## src/rtl/parking_gate_scheduler.sv

```systemverilog
// Shared barrier-gate sequencer for a 4-spot car park: round-robin entry/exit
// arbitration, spot allocation/release, and timed gate-open / lot-full windows.
module parking_gate_scheduler #(
    parameter int NUM_SPOTS   = 4,
    parameter int OPEN_CYCLES = 50,
    parameter int FULL_CYCLES = 14
) (
    input  logic       clk,
    input  logic       reset,
    input  logic       entry_req,
    input  logic       exit_req,
    input  logic [1:0] exit_spot,
    output logic       gate_open,
    output logic       full_flag,
    output logic       grant_entry,
    output logic       grant_exit,
    output logic [3:0] spots,
    output logic [2:0] free_count,
    output logic [1:0] assigned_spot,
    output logic       assign_valid,
    output logic       exit_err,
    output logic [2:0] state
);
    localparam int MAX_CYCLES = (OPEN_CYCLES > FULL_CYCLES) ? OPEN_CYCLES : FULL_CYCLES;
    localparam int CNT_W      = $clog2(MAX_CYCLES) + 1;

    typedef enum logic [2:0] {
        ST_IDLE      = 3'd0,
        ST_ALLOC     = 3'd1,
        ST_RELEASE   = 3'd2,
        ST_OPEN      = 3'd3,
        ST_FULL_HOLD = 3'd4
    } state_e;

    function automatic logic [1:0] lowest_free(input logic [3:0] occ);
        logic [1:0] idx;
        casez (occ)
            4'b???0: idx = 2'd0;
            4'b??01: idx = 2'd1;
            4'b?011: idx = 2'd2;
            4'b0111: idx = 2'd3;
            default: idx = 2'd0;
        endcase
        return idx;
    endfunction

    state_e           state_q, state_d;
    logic [CNT_W-1:0] cnt_q, cnt_d;
    logic [3:0]       spots_q, spots_d;
    logic [2:0]       free_q, free_d;
    logic [1:0]       assigned_q, assigned_d;
    logic [1:0]       exit_spot_q, exit_spot_d;
    logic             assign_valid_q, assign_valid_d;
    logic             exit_err_q, exit_err_d;
    logic             gate_q, gate_d;
    logic             full_q, full_d;
    logic             grant_entry_q, grant_entry_d;
    logic             grant_exit_q, grant_exit_d;
    logic             rr_exit_q, rr_exit_d;
    logic             entry_armed_q, entry_armed_d;
    logic             exit_armed_q, exit_armed_d;
    logic             entry_go_s, exit_go_s;
    logic [1:0]       alloc_idx_s;

    assign entry_go_s  = entry_armed_q & entry_req;
    assign exit_go_s   = exit_armed_q & exit_req;
    assign alloc_idx_s = lowest_free(spots_q);

    // Next-state, datapath and registered-output computation.
    always_comb begin
        state_d        = state_q;
        cnt_d          = cnt_q;
        spots_d        = spots_q;
        free_d         = free_q;
        assigned_d     = assigned_q;
        exit_spot_d    = exit_spot_q;
        assign_valid_d = 1'b0;
        exit_err_d     = 1'b0;
        gate_d         = gate_q;
        full_d         = full_q;
        grant_entry_d  = grant_entry_q;
        grant_exit_d   = grant_exit_q;
        rr_exit_d      = rr_exit_q;
        // A low sample re-arms a lane; a grant below overrides this.
        entry_armed_d  = entry_req ? entry_armed_q : 1'b1;
        exit_armed_d   = exit_req  ? exit_armed_q  : 1'b1;

        case (state_q)
            ST_IDLE: begin
                gate_d        = 1'b0;
                full_d        = 1'b0;
                grant_entry_d = 1'b0;
                grant_exit_d  = 1'b0;
                cnt_d         = '0;
                if ((entry_go_s && exit_go_s && rr_exit_q) || (exit_go_s && !entry_go_s)) begin
                    state_d      = ST_RELEASE;
                    exit_spot_d  = exit_spot;
                    exit_armed_d = 1'b0;
                end else if (entry_go_s) begin
                    state_d       = ST_ALLOC;
                    entry_armed_d = 1'b0;
                end else begin
                    state_d = ST_IDLE;
                end
                if (entry_go_s && exit_go_s) begin
                    rr_exit_d = ~rr_exit_q;
                end else begin
                    rr_exit_d = rr_exit_q;
                end
            end
            ST_ALLOC: begin
                cnt_d = '0;
                if (free_q == 3'd0) begin
                    state_d = ST_FULL_HOLD;
                    full_d  = 1'b1;
                end else begin
                    state_d        = ST_OPEN;
                    spots_d        = spots_q | (4'b0001 << alloc_idx_s);
                    free_d         = free_q - 3'd1;
                    assigned_d     = alloc_idx_s;
                    assign_valid_d = 1'b1;
                    grant_entry_d  = 1'b1;
                    gate_d         = 1'b1;
                end
            end
            ST_RELEASE: begin
                cnt_d = '0;
                if (spots_q[exit_spot_q]) begin
                    state_d      = ST_OPEN;
                    spots_d      = spots_q & ~(4'b0001 << exit_spot_q);
                    free_d       = free_q + 3'd1;
                    grant_exit_d = 1'b1;
                    gate_d       = 1'b1;
                end else begin
                    state_d    = ST_IDLE;
                    exit_err_d = 1'b1;
                end
            end
            ST_OPEN: begin
                if (cnt_q == CNT_W'(OPEN_CYCLES - 1)) begin
                    state_d       = ST_IDLE;
                    cnt_d         = '0;
                    gate_d        = 1'b0;
                    grant_entry_d = 1'b0;
                    grant_exit_d  = 1'b0;
                end else begin
                    cnt_d = cnt_q + CNT_W'(1);
                end
            end
            ST_FULL_HOLD: begin
                if (cnt_q == CNT_W'(FULL_CYCLES - 1)) begin
                    state_d = ST_IDLE;
                    cnt_d   = '0;
                    full_d  = 1'b0;
                end else begin
                    cnt_d = cnt_q + CNT_W'(1);
                end
            end
            default: begin
                state_d       = ST_IDLE;
                cnt_d         = '0;
                gate_d        = 1'b0;
                full_d        = 1'b0;
                grant_entry_d = 1'b0;
                grant_exit_d  = 1'b0;
            end
        endcase
    end

    // State and output registers with asynchronous active-low reset.
    always_ff @(posedge clk or negedge reset) begin
        if (!reset) begin
            state_q        <= ST_IDLE;
            cnt_q          <= '0;
            spots_q        <= 4'b0000;
            free_q         <= 3'(NUM_SPOTS);
            assigned_q     <= 2'd0;
            exit_spot_q    <= 2'd0;
            assign_valid_q <= 1'b0;
            exit_err_q     <= 1'b0;
            gate_q         <= 1'b0;
            full_q         <= 1'b0;
            grant_entry_q  <= 1'b0;
            grant_exit_q   <= 1'b0;
            rr_exit_q      <= 1'b1;
            entry_armed_q  <= 1'b1;
            exit_armed_q   <= 1'b1;
        end else begin
            state_q        <= state_d;
            cnt_q          <= cnt_d;
            spots_q        <= spots_d;
            free_q         <= free_d;
            assigned_q     <= assigned_d;
            exit_spot_q    <= exit_spot_d;
            assign_valid_q <= assign_valid_d;
            exit_err_q     <= exit_err_d;
            gate_q         <= gate_d;
            full_q         <= full_d;
            grant_entry_q  <= grant_entry_d;
            grant_exit_q   <= grant_exit_d;
            rr_exit_q      <= rr_exit_d;
            entry_armed_q  <= entry_armed_d;
            exit_armed_q   <= exit_armed_d;
        end
    end

    assign gate_open     = gate_q;
    assign full_flag     = full_q;
    assign grant_entry   = grant_entry_q;
    assign grant_exit    = grant_exit_q;
    assign spots         = spots_q;
    assign free_count    = free_q;
    assign assigned_spot = assigned_q;
    assign assign_valid  = assign_valid_q;
    assign exit_err      = exit_err_q;
    assign state         = state_q;
endmodule

```

## config.mk

```make
export PLATFORM = sky130hd
export DESIGN_NAME = parking_gate_scheduler
export DESIGN_NICKNAME = d
export VERILOG_FILES = /design/src/rtl/parking_gate_scheduler.sv
export SDC_FILE = /design/constraint.sdc
export NUM_CORES = 1
export LEC_CHECK = 0
export ABC_AREA = 0
export CORE_UTILIZATION = 50
export CTS_CLUSTER_DIAMETER = 100
export DETAILED_ROUTE_END_ITERATION = 7
export HOLD_SLACK_MARGIN = 0.03
export PLACE_DENSITY = 0.74
export SYNTH_ARGS = -nofsm -noshare
export SYNTH_HDL_FRONTEND = slang
export SYNTH_SLANG_ARGS = --single-unit
```

## constraint.sdc

```tcl
create_clock -name clk -period 2.6 [get_ports clk]
set_clock_uncertainty 0.2 [all_clocks]
set_input_delay 0.26 -clock clk [delete_from_list [all_inputs] [get_ports clk]]
set_output_delay 0.26 -clock clk [all_outputs]
set_load 0.005 [all_outputs]
```

==> run_results.csv <==
group,metric,value,unit
sta,fmax,487.9,MHz
die,row_count,19,
route,ant_nets,0,
route,drc,3,
worst_hold_path,hold_path_class,"primary input to async pin",
clock_network,htree_levels,2,
clock_network,cts-resized-gates,0,
sta,drv_slew,0,
cells_and_area,drive_above_1_share,18.56,%
synthesis,synth_top_area_cell,"dfrtp_1",
critical_path,cpMaxStageDelayCell,"dfrtp_1",
route,first_pass_iters,6,
cells_and_area,area_delta_synth_final,22.40,%
critical_path,worstPathArrival,2.10,ns
synthesis,yosysMostFrequentCell,"dfrtp_1",
grt,grt_pass1_vias,1106,
route,wirelength,2745,um
sta,slew_headroom,63.61,%
sta,setup_viol,0,
synthesis,ys_dominant_reg_cell,"dfrtp_1",
grt,antenna_found_initial,0,
synthesis,synth_cells,137,
cells_and_area,fillers,218,
critical_path,cpPeakStageDelay,0.53,ns
clock_network,cts_root_buffer,"clkbuf_4",
power,power,820.4,uW
clock_network,ctsHoldBuffers,0,
critical_path,reg2reg_from,"state[2]",
synthesis,ys_seq_elements,30,
grt,grt_pass1_wl,4871,um
placed_design,hpwlAfterDp,2066,um
cells_and_area,layoutNonFillerInstCount,198,
critical_path,crit_buf_inv,2,
synthesis,netlist.area_leader.share,42.98,%
run_status,outcome,"finished, violations left",
clock_network,clkTransAtPathRegs,0.09,ns
synthesis,yosys_warnings,0,
synthesis,syn_area_per_cell,11.05,sq um
route,drt_iter0_drc,31,
die,core,0.002805,sq mm
clock_network,post-cts-setup-buffers,0,
sta,period_needed,2.050,ns
die,initial_core_util,53.97,%
clock_network,clk_latency,0.32,ns
synthesis,syn-num-nets,146,
critical_path,worstSetupEndpointType,"flip-flop",
cells_and_area,antenna_cells,0,
route,vias,1117,
critical_path,cp_max_fo,10,
synthesis,yosysUniqueCellTypes,49,
synthesis,synthArstFlopShare,100.0,%
synthesis,synth_common_cells,"26 x dfrtp_1, 13 x nor2_1, 11 x nand2_1, 8 x xnor2_1, 7 x inv_1",
sta,worstMarginPinSlew,0.5452,ns
synthesis,synth_edf_count,0,
cells_and_area,fin_nets,175,
die,io_pins,24,
sta,whs,0.1124,ns
clock_network,cts_tree,"done",
critical_path,worstSetupPathType,"flip-flop to flip-flop",
route,avgRoutedWirePerCell,13.86,um
power,p_leak,0.0008047,uW
sta,rsz0062_at_grt,"false",
power,ir_drop,0.0004583,V
placed_design,dp_slack,0.5622,ns
placed_design,place_inst,190,
die,die_h,57.03,um
flow_run,drv_cap,0,
critical_path,cpLargestDelayFamily,"flip-flops",
critical_path,cp.required,2.65,ns
critical_path,start_kind,"flip-flop",
grt,grt_max_degree,31,
placed_design,gp_congestion,0.8040,
sta,worst_slack,0.5503,ns
synthesis,netlist_top_cells_area,"dfrtp_1 43%, dfstp_2 6.9%, xnor2_1 4.6%, nor2_1 3.2%, nand2_1 2.7%",
grt,grt_usage,19.74,%
clock_network,cts_sinks,30,
placed_design,portBuffers,23,
sta,hold_viol,0,
critical_path,cpMostUsedCell,"xnor2_1",
die,floorplan.die_area,0.003252,sq mm
critical_path,startpoint,"state[2]",
route,avgViaCountPerCell,5.641,
sta,tns,0,ns
sta,fin_crit_sh,78.83,%
grt,globalRoute.totalOverflow,0,
run_status,violations,"design-rule violations",
synthesis,ys_seq_area_share,49.92,%
die,die_w,57.03,um
synthesis,synth_area,0.001514,sq mm
clock_network,numCtsBuffers,5,
critical_path,crit_chain,"nor3b_2 -> buf_4 -> inv_1 -> fa_1 -> xnor2_1 -> o21ai_2 -> xnor2_1",
power,p_per_area,442.7,mW/mm^2
clock_network,cts_buffer_depth,2,
[stage by stage]
step           instance area (sq um)  util (%)
3_3_place_gp                    1774     63.25
2_1_floorplan                   1514         -
5_1_grt                         1853     66.06
4_1_cts                         1853     66.06
6_report                        1853     66.06
3_5_place_dp                    1774     63.25
[power breakdown]
part | switching [uW] | internal, uW
clock | 151 | 185
combinational | 10.1 | 7.86
sequential | 0.0000000000000258 | 467
total | 161 | 659
[final timing paths]
path,cells past startpoint,end,slack [ns]
max in group asynchronous,2,rr_exit_q,1.77
worst max register to register,7,free_count[2],0.55
worst min-delay path,2,free_count[0],0.11
min in group clk,1,assigned_spot[1],0.30
worst max-delay path,7,free_count[2],0.55
worst min register to register,1,assigned_spot[1],0.30
[placed cells by master (no fill, tap or decap), types with 2 or more instances in the layout]
cell / n
nand3_1: 6
o21ai_0: 4
clkbuf_4: 5
nor2b_1: 2
mux2_1: 3
inv_1: 7
dfstp_2: 4
clkbuf_8: 3
clkdlybuf4s50_1: 23
xnor2_1: 8
buf_4: 3
xor2_1: 2
nand2_1: 11
dfrtp_1: 26
a31oi_1: 4
nor2_1: 13
ha_1: 2
o21ai_1: 4
a21oi_1: 6
[registers in the layout, summed over array words and instances, names as in the netlist]
name / cells
full_flag: 1
exit_err: 1
assign_valid: 1
grant_exit: 1
entry_armed_q: 1
rr_exit_q: 1
gate_open: 1
assigned_spot: 2
grant_entry: 1
cnt_q: 7
free_count: 3
spots: 4
exit_spot_q: 2
state: 3
exit_armed_q: 1
[cells by family after synthesis]
group                      Yosys count  synth area share [%]
muxes                                5                 4.710
xor gates and xnor gates            10                 5.786
buffers and inverters               11                 3.801
adders and majority gates            3                 2.975
and+or+nand+nor                     45                 17.27
DFF                                 30                 49.92
AOI/OAI and AO/OA                   33                 15.54
[cell type report]
type / instances / area [sq um] / area share, %
multi-input combinational: 96 / 700.7 / 37.81
inverter: 7 / 26.28 / 1.418
sequential: 30 / 755.7 / 40.78
timing repair buffer: 26 / 252.7 / 13.64
tap: 31 / 38.79 / 2.093
clock buffer: 8 / 78.83 / 4.254
[routing by layer]
metal,GRT usage (%),vias to the layer above,part of all wire [%]
met1,25.57,546,48
met3,5.442,4,4.5
met5,0,-,0
li1,-,539,-
met4,7.317,0,1.1
met2,31.93,28,47
No activity file was read; power rests on OpenSTA's default activity.
